===== config.mk =====
export PLATFORM = sky130hd
export DESIGN_NAME = clk_div_sched_flat
export DESIGN_NICKNAME = d
export VERILOG_FILES = /design/src/rtl/clk_div_sched_if.sv /design/src/rtl/clk_div_sched.sv /design/src/flat_wrapper.sv
export SDC_FILE = /design/constraint.sdc
export NUM_CORES = 1
export LEC_CHECK = 0
export BUFFER_PORTS_ARGS = -buffer_cell sky130_fd_sc_hd__clkbuf_2
export CAP_MARGIN = 40
export CORE_UTILIZATION = 29
export DETAILED_ROUTE_END_ITERATION = 12
export GPL_TIMING_DRIVEN = 0
export PLACE_DENSITY = 0.44
export RECOVER_POWER = 25
export SLEW_MARGIN = 20
export SYNTH_ARGS = -nofsm -noshare
export SYNTH_HDL_FRONTEND = slang
export SYNTH_SLANG_ARGS = --single-unit

===== constraint.sdc =====
create_clock -name clk -period 7.7 [get_ports clk]
set_clock_uncertainty 0.05 [all_clocks]
set_input_delay 0.385 -clock clk [delete_from_list [all_inputs] [get_ports clk]]
set_output_delay 0.385 -clock clk [all_outputs]
set_load 0.05 [all_outputs]

===== src/rtl/clk_div_sched_if.sv =====
// Divide-ratio configuration channel for clk_div_sched: valid/ready offer plus
// a one-cycle error pulse for rejected ratios.
interface clk_div_sched_if #(
  parameter int CNT_W = 8
);
  logic             cfg_valid;
  logic [CNT_W-1:0] cfg_div;
  logic             cfg_ready;
  logic             cfg_err;

  modport master (output cfg_valid, output cfg_div, input cfg_ready, input cfg_err);
  modport slave  (input cfg_valid, input cfg_div, output cfg_ready, output cfg_err);
endinterface


===== src/rtl/clk_div_sched.sv =====
// Clock-enable divider: emits a one-cycle strobe and a phase level every cur_div
// cycles, with ratio changes and start/stop taking effect only on period boundaries.
module clk_div_sched #(
  parameter int CNT_W       = 8,
  parameter int DEFAULT_DIV = 4,
  parameter int PCNT_W      = 2
) (
  input  logic              clk,
  input  logic              rst_n,
  input  logic              run,
  clk_div_sched_if.slave    cfg,
  output logic              div_clk_en,
  output logic              div_phase,
  output logic [PCNT_W-1:0] period_cnt,
  output logic [CNT_W-1:0]  cur_div,
  output logic              busy
);

  typedef enum logic [1:0] {IDLE, RUN, STOP_PEND} state_e;

  localparam logic [CNT_W-1:0]  CNT_ONE  = CNT_W'(1);
  localparam logic [CNT_W-1:0]  DIV_MIN  = CNT_W'(2);
  localparam logic [CNT_W-1:0]  DIV_RST  = CNT_W'(DEFAULT_DIV);
  localparam logic [PCNT_W-1:0] PCNT_ONE = PCNT_W'(1);

  state_e              state_q, state_d;
  logic [CNT_W-1:0]    cnt_q, cnt_d;
  logic [CNT_W-1:0]    cur_div_q, cur_div_d;
  logic [CNT_W-1:0]    pend_div_q, pend_div_d;
  logic                pend_q, pend_d;
  logic                err_q, err_d;
  logic                en_q, en_d;
  logic                phase_q, phase_d;
  logic [PCNT_W-1:0]   pcnt_q, pcnt_d;
  logic                boundary;
  logic                accept;
  logic                apply;

  always_comb begin
    // NOTE: every signal gets a default first so no path leaves it unassigned (no latches).
    state_d    = state_q;
    cnt_d      = cnt_q;
    cur_div_d  = cur_div_q;
    pend_div_d = pend_div_q;
    pend_d     = pend_q;
    err_d      = 1'b0;
    en_d       = 1'b0;
    pcnt_d     = pcnt_q;

    accept   = cfg.cfg_valid && !pend_q;
    boundary = (state_q != IDLE) && (cnt_q == cur_div_q - CNT_ONE);
    apply    = pend_q && ((state_q == IDLE) || boundary);

    // A pending ratio is never accepted and applied on the same edge: ready is low while pending.
    if (apply) begin
      cur_div_d = pend_div_q;
      pend_d    = 1'b0;
    end
    if (accept) begin
      if (cfg.cfg_div < DIV_MIN) begin
        err_d = 1'b1;
      end else begin
        pend_d     = 1'b1;
        pend_div_d = cfg.cfg_div;
      end
    end

    case (state_q)
      IDLE: begin
        cnt_d = '0;
        if (run) begin
          state_d = RUN;
          en_d    = 1'b1;
          pcnt_d  = pcnt_q + PCNT_ONE;
        end
      end
      default: begin
        if (boundary) begin
          cnt_d = '0;
          if (run) begin
            state_d = RUN;
            en_d    = 1'b1;
            pcnt_d  = pcnt_q + PCNT_ONE;
          end else begin
            state_d = IDLE;
          end
        end else begin
          cnt_d   = cnt_q + CNT_ONE;
          state_d = run ? RUN : STOP_PEND;
        end
      end
    endcase

    // Phase is computed from next-state values so it lines up with the registered cnt.
    phase_d = (state_d != IDLE) && (cnt_d < (cur_div_d >> 1));
  end

  // NOTE: sequential state uses non-blocking assignments so all registers update together.
  always_ff @(posedge clk) begin
    if (!rst_n) begin
      state_q    <= IDLE;
      cnt_q      <= '0;
      cur_div_q  <= DIV_RST;
      // NOTE: the pending ratio is reset too, so a stale value can never leak into cur_div.
      pend_div_q <= '0;
      pend_q     <= 1'b0;
      err_q      <= 1'b0;
      en_q       <= 1'b0;
      phase_q    <= 1'b0;
      pcnt_q     <= '0;
    end else begin
      state_q    <= state_d;
      cnt_q      <= cnt_d;
      cur_div_q  <= cur_div_d;
      pend_div_q <= pend_div_d;
      pend_q     <= pend_d;
      err_q      <= err_d;
      en_q       <= en_d;
      phase_q    <= phase_d;
      pcnt_q     <= pcnt_d;
    end
  end

  assign cfg.cfg_ready = !pend_q;
  assign cfg.cfg_err   = err_q;
  assign div_clk_en    = en_q;
  assign div_phase     = phase_q;
  assign period_cnt    = pcnt_q;
  assign cur_div       = cur_div_q;
  assign busy          = (state_q != IDLE);

endmodule


===== src/flat_wrapper.sv =====
// flat-port wrapper written by rule: the top's interface ports become plain ports
module clk_div_sched_flat 
#(
  parameter int CNT_W       = 8,
  parameter int DEFAULT_DIV = 4,
  parameter int PCNT_W      = 2
)
  (clk, rst_n, run, div_clk_en, div_phase, period_cnt, cur_div, busy, cfg_cfg_valid, cfg_cfg_div, cfg_cfg_ready, cfg_cfg_err);
  clk_div_sched_if #(.CNT_W(CNT_W)) cfg_i ();
  input  logic clk;
  input  logic rst_n;
  input  logic run;
  output logic div_clk_en;
  output logic div_phase;
  output logic [PCNT_W-1:0] period_cnt;
  output logic [CNT_W-1:0] cur_div;
  output logic busy;
  input wire logic [$bits(cfg_i.cfg_valid)-1:0] cfg_cfg_valid;
  input wire logic [$bits(cfg_i.cfg_div)-1:0] cfg_cfg_div;
  output wire logic [$bits(cfg_i.cfg_ready)-1:0] cfg_cfg_ready;
  output wire logic [$bits(cfg_i.cfg_err)-1:0] cfg_cfg_err;
  assign cfg_i.cfg_valid = cfg_cfg_valid;
  assign cfg_i.cfg_div = cfg_cfg_div;
  assign cfg_cfg_ready = cfg_i.cfg_ready;
  assign cfg_cfg_err = cfg_i.cfg_err;
  clk_div_sched #(.CNT_W(CNT_W), .DEFAULT_DIV(DEFAULT_DIV), .PCNT_W(PCNT_W)) u_core (.clk(clk), .rst_n(rst_n), .run(run), .cfg(cfg_i), .div_clk_en(div_clk_en), .div_phase(div_phase), .period_cnt(period_cnt), .cur_div(cur_div), .busy(busy));
endmodule

==> impl_metrics.yaml, run 1 <==
sta:
  period_needed_ps: 3270
  setup_viol: 0
  slew_viol_final: 0
  period_share_pct: 42.4
  setup-tns-final_ps: 0
  max_freq_ghz: 0.306
  hold_viol: 0
  max-slew-margin-rel_pct: 60.1
  rsz0062_at_grt: "no"
  worst_slew_pin_slew_ps: 598
  setup_ws_ps: 4430
final_layout:
  fin_area_sq_um: 2070
  antenna_cells: 0
  n_fill_cell: 621
  area.growth.synth_to_final_pct: 16.8
  drive_gt1_share_pct: 17.4
  nets: 238
worst_setup_path:
  path_cells: "inv_1 > ha_1 > buf_6 > xor2_1 > nor4_1 > a21oi_2 > a21o_2 > nor2_8 > mux2i_1 > ha_1 > a21o_1 > a21oi_1 > o21ai_0 > a211oi_2"
  cp_data_required_time_ps: 7860
  critPathKind: "flip-flop to flip-flop"
  cp.arrival_ps: 3420
  critPathTopFamily: "compound AO/OA/AOI/OAI gates"
  crit_path_frequent_cell: "ha_1"
  worstSetupEndpointType: "flip-flop"
  cp_slowest_cell: "dfxtp_1"
  crit_buf_inv: 2
  cp_max_fo: 9
  max_stage_delay_ps: 500
  cp-start-kind: "flip-flop"
synth:
  yosys.area.top_type_share_pct: 36.1
  synth-async-reset-ratio_pct: 0
  yosysSeqAreaShare_pct: 36.1
  postSynthAreaPerCell_sq_um: 9.59
  syn_area_sq_um: 1770
  yosys.area.top_type: "dfxtp_1"
  postSynthCellCount: 185
  yosys_most_used_dff: "dfxtp_1"
  synth.ff_latch_count: 32
  yosysMostFrequentCell: "dfxtp_1"
  yosysWarnings: 0
  ys_types: 45
  synth_area_leaders: "dfxtp_1 (36%), mux2i_1 (8.5%), ha_1 (5.6%), nor2b_1 (5.6%), xnor2_1 (4.9%)"
  syn_nets: 205
  synth_common_cells: "dfxtp_1 (32), nor2b_1 (16), mux2i_1 (15), nor2_1 (14), xnor2_1 (10)"
  synth_edf_count: 0
floorplan:
  start_util_pct: 30.0
  die_w_um: 80.2
  fp-row-count: 28
  core_area_sq_um: 5920
  dieArea_sq_um: 6430
  die_h_um: 80.2
  ioPinCount: 27
cts:
  root_buffer: "clkbuf_8"
  htree_levels: 2
  cts_tree: "done"
  clk_pin_slew_ps: 80
  post_cts_resized: 0
  cts.sink_count: 32
  postCtsSetupRepairBufs: 0
  holdBufCountCts: 0
  cts-buffers-inserted: 5
  insertion_delay_ps: 290
  clock_path_buffers: 2
routing:
  ant_nets: 0
  wl_mm: 4.20
  drc: 0
  wl_per_cell_um: 14.3
  drtIter0Drc: 66
  firstDrtPassIters: 4
  routed_via_density: 4.81
  route.vias.total: 1415
power:
  p_per_area_nw_per_um2: 185
  p_leak_nw: 0.839
  p_total_uw: 383
  ir_worst_vdd_uv: 94.1
global_routing:
  grt_max_degree: 12
  antenna_found_initial: 0
  grt_pass1_vias: 1309
  grt_pass1_wl_mm: 6.81
  grt_overflow_total: 0
  grt_use_total_pct: 14.5
place:
  dpl_cell_area_sq_um: 2000
  place.gp.congestion: 0.749
  place_ws_ps: 4400
  portBuffers: 26
  dpl.hpwl_mm: 3.26
job:
  maxCapViolations: 0
outcome:
  status: "completed"
hold_path:
  min_path_type: "input port to flip-flop"
-- worst register-to-register path, delay by kind of cell (launching register included) --
family,cells,cell delay (ps)
AO/OA/AOI/OAI,6,980
flip-flops,1,500
adder cells (fa/ha/maj),2,490
AND/OR/NAND/NOR,2,450
multiplexers,1,310
buffers and inverters,2,230
XOR/XNOR,1,160
-- final timing paths --
path                          start  slack, ps                end  cells past startpoint
setup / recovery  u_core.cur_div[1]       4430   u_core.div_phase                     14
hold / removal                  run        270  u_core.state_q[1]                      2
setup reg to reg  u_core.cur_div[1]       4430   u_core.div_phase                     14
hold reg to reg     u_core.cnt_q[0]        470    u_core.cnt_q[0]                      1
-- sequential cells by signal, summed over array words and instances, names as in the netlist --
name	flops
u_core.cur_div	8
u_core.div_phase	1
u_core.cfg.cfg_err	1
u_core.div_clk_en	1
u_core.state_q	2
u_core.pend_q	1
u_core.pend_div_q	8
u_core.period_cnt	2
u_core.cnt_q	8
-- cells in the final DEF (no fill, tap or decap), drive strengths merged --
cell type	instances
dfxtp	32
o21ai	3
inv	6
buf	4
nor3	2
or4	2
clkbuf	35
o211ai	1
xor2	8
nor2	16
nor4	4
a21boi	2
o2111ai	1
mux2i	15
nand2	6
nor3b	1
and3	5
ha	8
and4	1
xnor2	10
a21oi	6
a211oi	3
a2111o	1
nand2b	4
clkinv	3
o21bai	2
a41o	1
a21o	4
a31o	1
and2	3
nor2b	16
nand3	7
nand4	1
o31ai	1
a2111oi	1
a31oi	1
or2	2
-- report_power, final --
group / switching, mW / internal, mW / leakage [nW]
Combinational: 0.0466 / 0.0257 / 0.530
Clock: 0.0684 / 0.0630 / 0.0479
Sequential: 0.00607 / 0.173 / 0.261
Total: 0.121 / 0.262 / 0.839
-- final cells by class --
type	count	area, sq um	area share, %
inverters	6	22.5	1.09
flip-flops and latches	32	641	30.9
repair buffers	26	116	5.62
multi-input cells	139	1060	51.1
clock inverters	3	18.8	0.906
clock buffers	5	68.8	3.32
well taps	75	93.8	4.53
plain buffers	8	52.6	2.54
-- cell families after synthesis --
logic type | synth area share (%)
XOR/XNOR | 8.89
buffers and inverters | 4.23
flip-flops | 36.1
AND/OR/NAND/NOR | 22.4
AO/OA/AOI/OAI | 14.3
adder cells (fa/ha/maj) | 5.64
multiplexers | 8.46
-- per-layer routing --
| metal | vias to the layer above | wire length, um | GRT usage, % |
|---|---|---|---|
| li1 | 716 | - | - |
| met1 | 643 | 2120 | 19.6 |
| met2 | 44 | 1790 | 21.7 |
| met3 | 12 | 177 | 3.07 |
| met4 | 0 | 109 | 7.14 |
| met5 | - | 0 | 0 |
-- per-stage QoR --
stage	hold slack, ps	cells	utilization, %
after floorplan	405	185	-
after global placement	446	286	33.7
after detailed placement	450	286	33.7
after CTS	265	294	35.2
after global routing	280	294	35.0
final	270	294	35.0
No activity file was read; power rests on OpenSTA's default activity.
==> run 2: changes to the inputs <==
--- a/config.mk
+++ b/config.mk
@@ -10,7 +10,7 @@
 export CORE_UTILIZATION = 29
 export DETAILED_ROUTE_END_ITERATION = 12
 export GPL_TIMING_DRIVEN = 0
-export PLACE_DENSITY = 0.44
+export PLACE_DENSITY = 0.46
 export RECOVER_POWER = 25
 export SLEW_MARGIN = 20
 export SYNTH_ARGS = -nofsm -noshare
==> constraint.sdc (replaced) <==
create_clock -name clk -period 2.95 [get_ports clk]
set_clock_uncertainty 0.05 [all_clocks]
set_input_delay 0.1475 -clock clk [delete_from_list [all_inputs] [get_ports clk]]
set_output_delay 0.1475 -clock clk [all_outputs]
set_load 0.05 [all_outputs]
==> run 2 against run 1 <==
  * Setup slack got worse by 4400 ps
  * Die area did not move
  * Design area rose by 13%
  * Non-clock buffer count rose by 10
  * Utilization rose by 4.6 points
  * Via count rose by 1.3%
  * Total power rose to 2.7 times the previous value
  * Register-to-register slack got worse by 4400 ps
  * First-iteration DRC count fell by 1.5%
  * Flip-flop and latch count did not move
  * Global-route usage rose by 0.80 points
  * Hold slack got worse by 230 ps
  * Critical endpoint unchanged
  * Largest cell class unchanged
  * Largest power group unchanged
==> impl_metrics.yaml, run 2 (same netlist as run 1, synthesis figures left out) <==
outcome:
  status: "completed"
global_routing:
  grt_max_degree: 11
  grt_pass1_vias: 1420
  grt_pass1_wl_mm: 7.31
  grt_overflow_total: 0
  antenna_found_initial: 0
  grt_use_total_pct: 15.3
routing:
  drc: 0
  firstDrtPassIters: 4
  route.vias.total: 1433
  wl_mm: 4.49
  wl_per_cell_um: 14.8
  routed_via_density: 4.71
  drtIter0Drc: 65
  ant_nets: 0
final_layout:
  n_fill_cell: 634
  nets: 248
  area.growth.synth_to_final_pct: 32.2
  final_cell_mix: "dfxtp_1 (24), nor2b_1 (16), clkbuf_2 (16)"
  final_common_cell: "dfxtp_1"
  drive_gt1_share_pct: 33.6
  antenna_cells: 0
  fin_area_sq_um: 2340
sta:
  worst_slew_pin_slew_ps: 622
  rsz0062_at_grt: "yes"
  max_freq_ghz: 0.345
  slew_viol_final: 0
  period_share_pct: 98.4
  setup_viol: 0
  period_needed_ps: 2900
  max-slew-margin-rel_pct: 58.5
  hold_viol: 0
worst_setup_path:
  worstSetupEndpointType: "flip-flop"
  r2r_start: "u_core.cur_div[1]"
  reg2reg_depth: 12
  cp_data_required_time_ps: 3100
  cp.arrival_ps: 3060
  cp-start-kind: "flip-flop"
  reg2reg_to: "u_core.div_phase"
  r2r_setup_slack_ps: 50
  critPathKind: "flip-flop to flip-flop"
  cp_max_fo: 8
hold_path:
  worstHoldStart: "run"
  holdPathEnd: "u_core.state_q[1]"
  min_path_type: "input port to flip-flop"
  whs_path_depth: 2
floorplan:
  die_w_um: 80.2
  start_util_pct: 30.0
  die_h_um: 80.2
  core_area_sq_um: 5920
  dieArea_sq_um: 6430
  fp-row-count: 28
  ioPinCount: 27
cts:
  clock_path_buffers: 2
  insertion_delay_ps: 280
  cts.sink_count: 32
  cts_tree: "done"
  clk_pin_slew_ps: 70
  root_buffer: "clkbuf_8"
  cts-buffers-inserted: 5
  htree_levels: 2
place:
  dpl.hpwl_mm: 3.24
  place.gp.congestion: 0.751
  portBuffers: 26
  dpl_cell_area_sq_um: 2010
power:
  p_total_mw: 1.04
  p_leak_nw: 0.936
  ir_worst_vdd_uv: 266
  p_per_area_nw_per_um2: 445
job:
  maxCapViolations: 0
## run 2: cell types whose count changed in the layout (fill, tap and decap cells not counted), sizes merged
| cell | change |
|---|---|
| buf | +11 |
| clkinv | -1 |
## run 2: worst max-delay path by stage
stage,slack (ps),end,startpoint
global route,-70,u_core.div_phase,u_core.cur_div[1]
floorplan,-50,u_core.div_phase,u_core.cur_div[0]
global placement,-250,u_core.div_phase,u_core.cur_div[0]
CTS,-4,u_core.div_phase,u_core.cur_div[0]
finish,50,u_core.div_phase,u_core.cur_div[1]
detailed placement,-250,u_core.div_phase,u_core.cur_div[0]
## run 2: through the flow
stage | cells | utilization [%] | hold WS (ps) | setup slack, ps | TNS, ps
2_1_floorplan | 185 | - | 170 | -54.3 | -54.3
3_3_place_gp | 286 | 34.0 | 330 | -248 | -248
3_5_place_dp | 286 | 34.0 | 335 | -249 | -249
4_1_cts | 301 | 37.4 | 38.3 | -3.56 | -3.56
5_1_grt | 304 | 39.6 | 36.9 | -69.4 | -69.4
6_report | 304 | 39.6 | 38.0 | 48.3 | 0
## run 2: critical path, stage by stage, from the launching register on
cell and delay [ps]:
dfxtp_4 390, inv_2 50, ha_4 240, xnor2_2 150, a2111oi_4 430, a31oi_4 220, nor2_8 250, mux2i_4 320
ha_4 230, a21o_1 160, a21oi_2 110, o21ai_1 80, a211oi_2 160
## run 2: area by class of cell
cell class,instances,area (sq um),area share [%]
Tap cell,75,93.8,4.00
Buffer,5,26.3,1.12
Timing Repair Buffer,39,215,9.18
Multi-Input combinational cell,139,1240,52.8
Sequential cell,32,656,28.0
Inverter,6,22.5,0.961
Clock inverter,2,10.0,0.427
Clock buffer,6,82.6,3.52
## run 2: layer usage
| layer | global-route usage, % | vias up | share of wire (%) |
|---|---|---|---|
| li1 | - | 738 | - |
| met1 | 21.4 | 665 | 50 |
| met2 | 23.0 | 24 | 45 |
| met3 | 3.41 | 6 | 3.2 |
| met4 | 5.36 | 0 | 1.0 |
| met5 | 0 | - | 0 |
## run 2: repair_timing
item                                    CTS  global route
setup buffers                             9             4
pin swaps                                13             7
endpoints found under the setup margin    1             1
resized for setup                        16            17
hold buffers                              0             0
## run 2: power breakdown
part	internal [mW]	total, mW	switching [mW]
clock	0.186	0.350	0.164
sequential	0.452	0.470	0.0185
combinational	0.0895	0.224	0.135
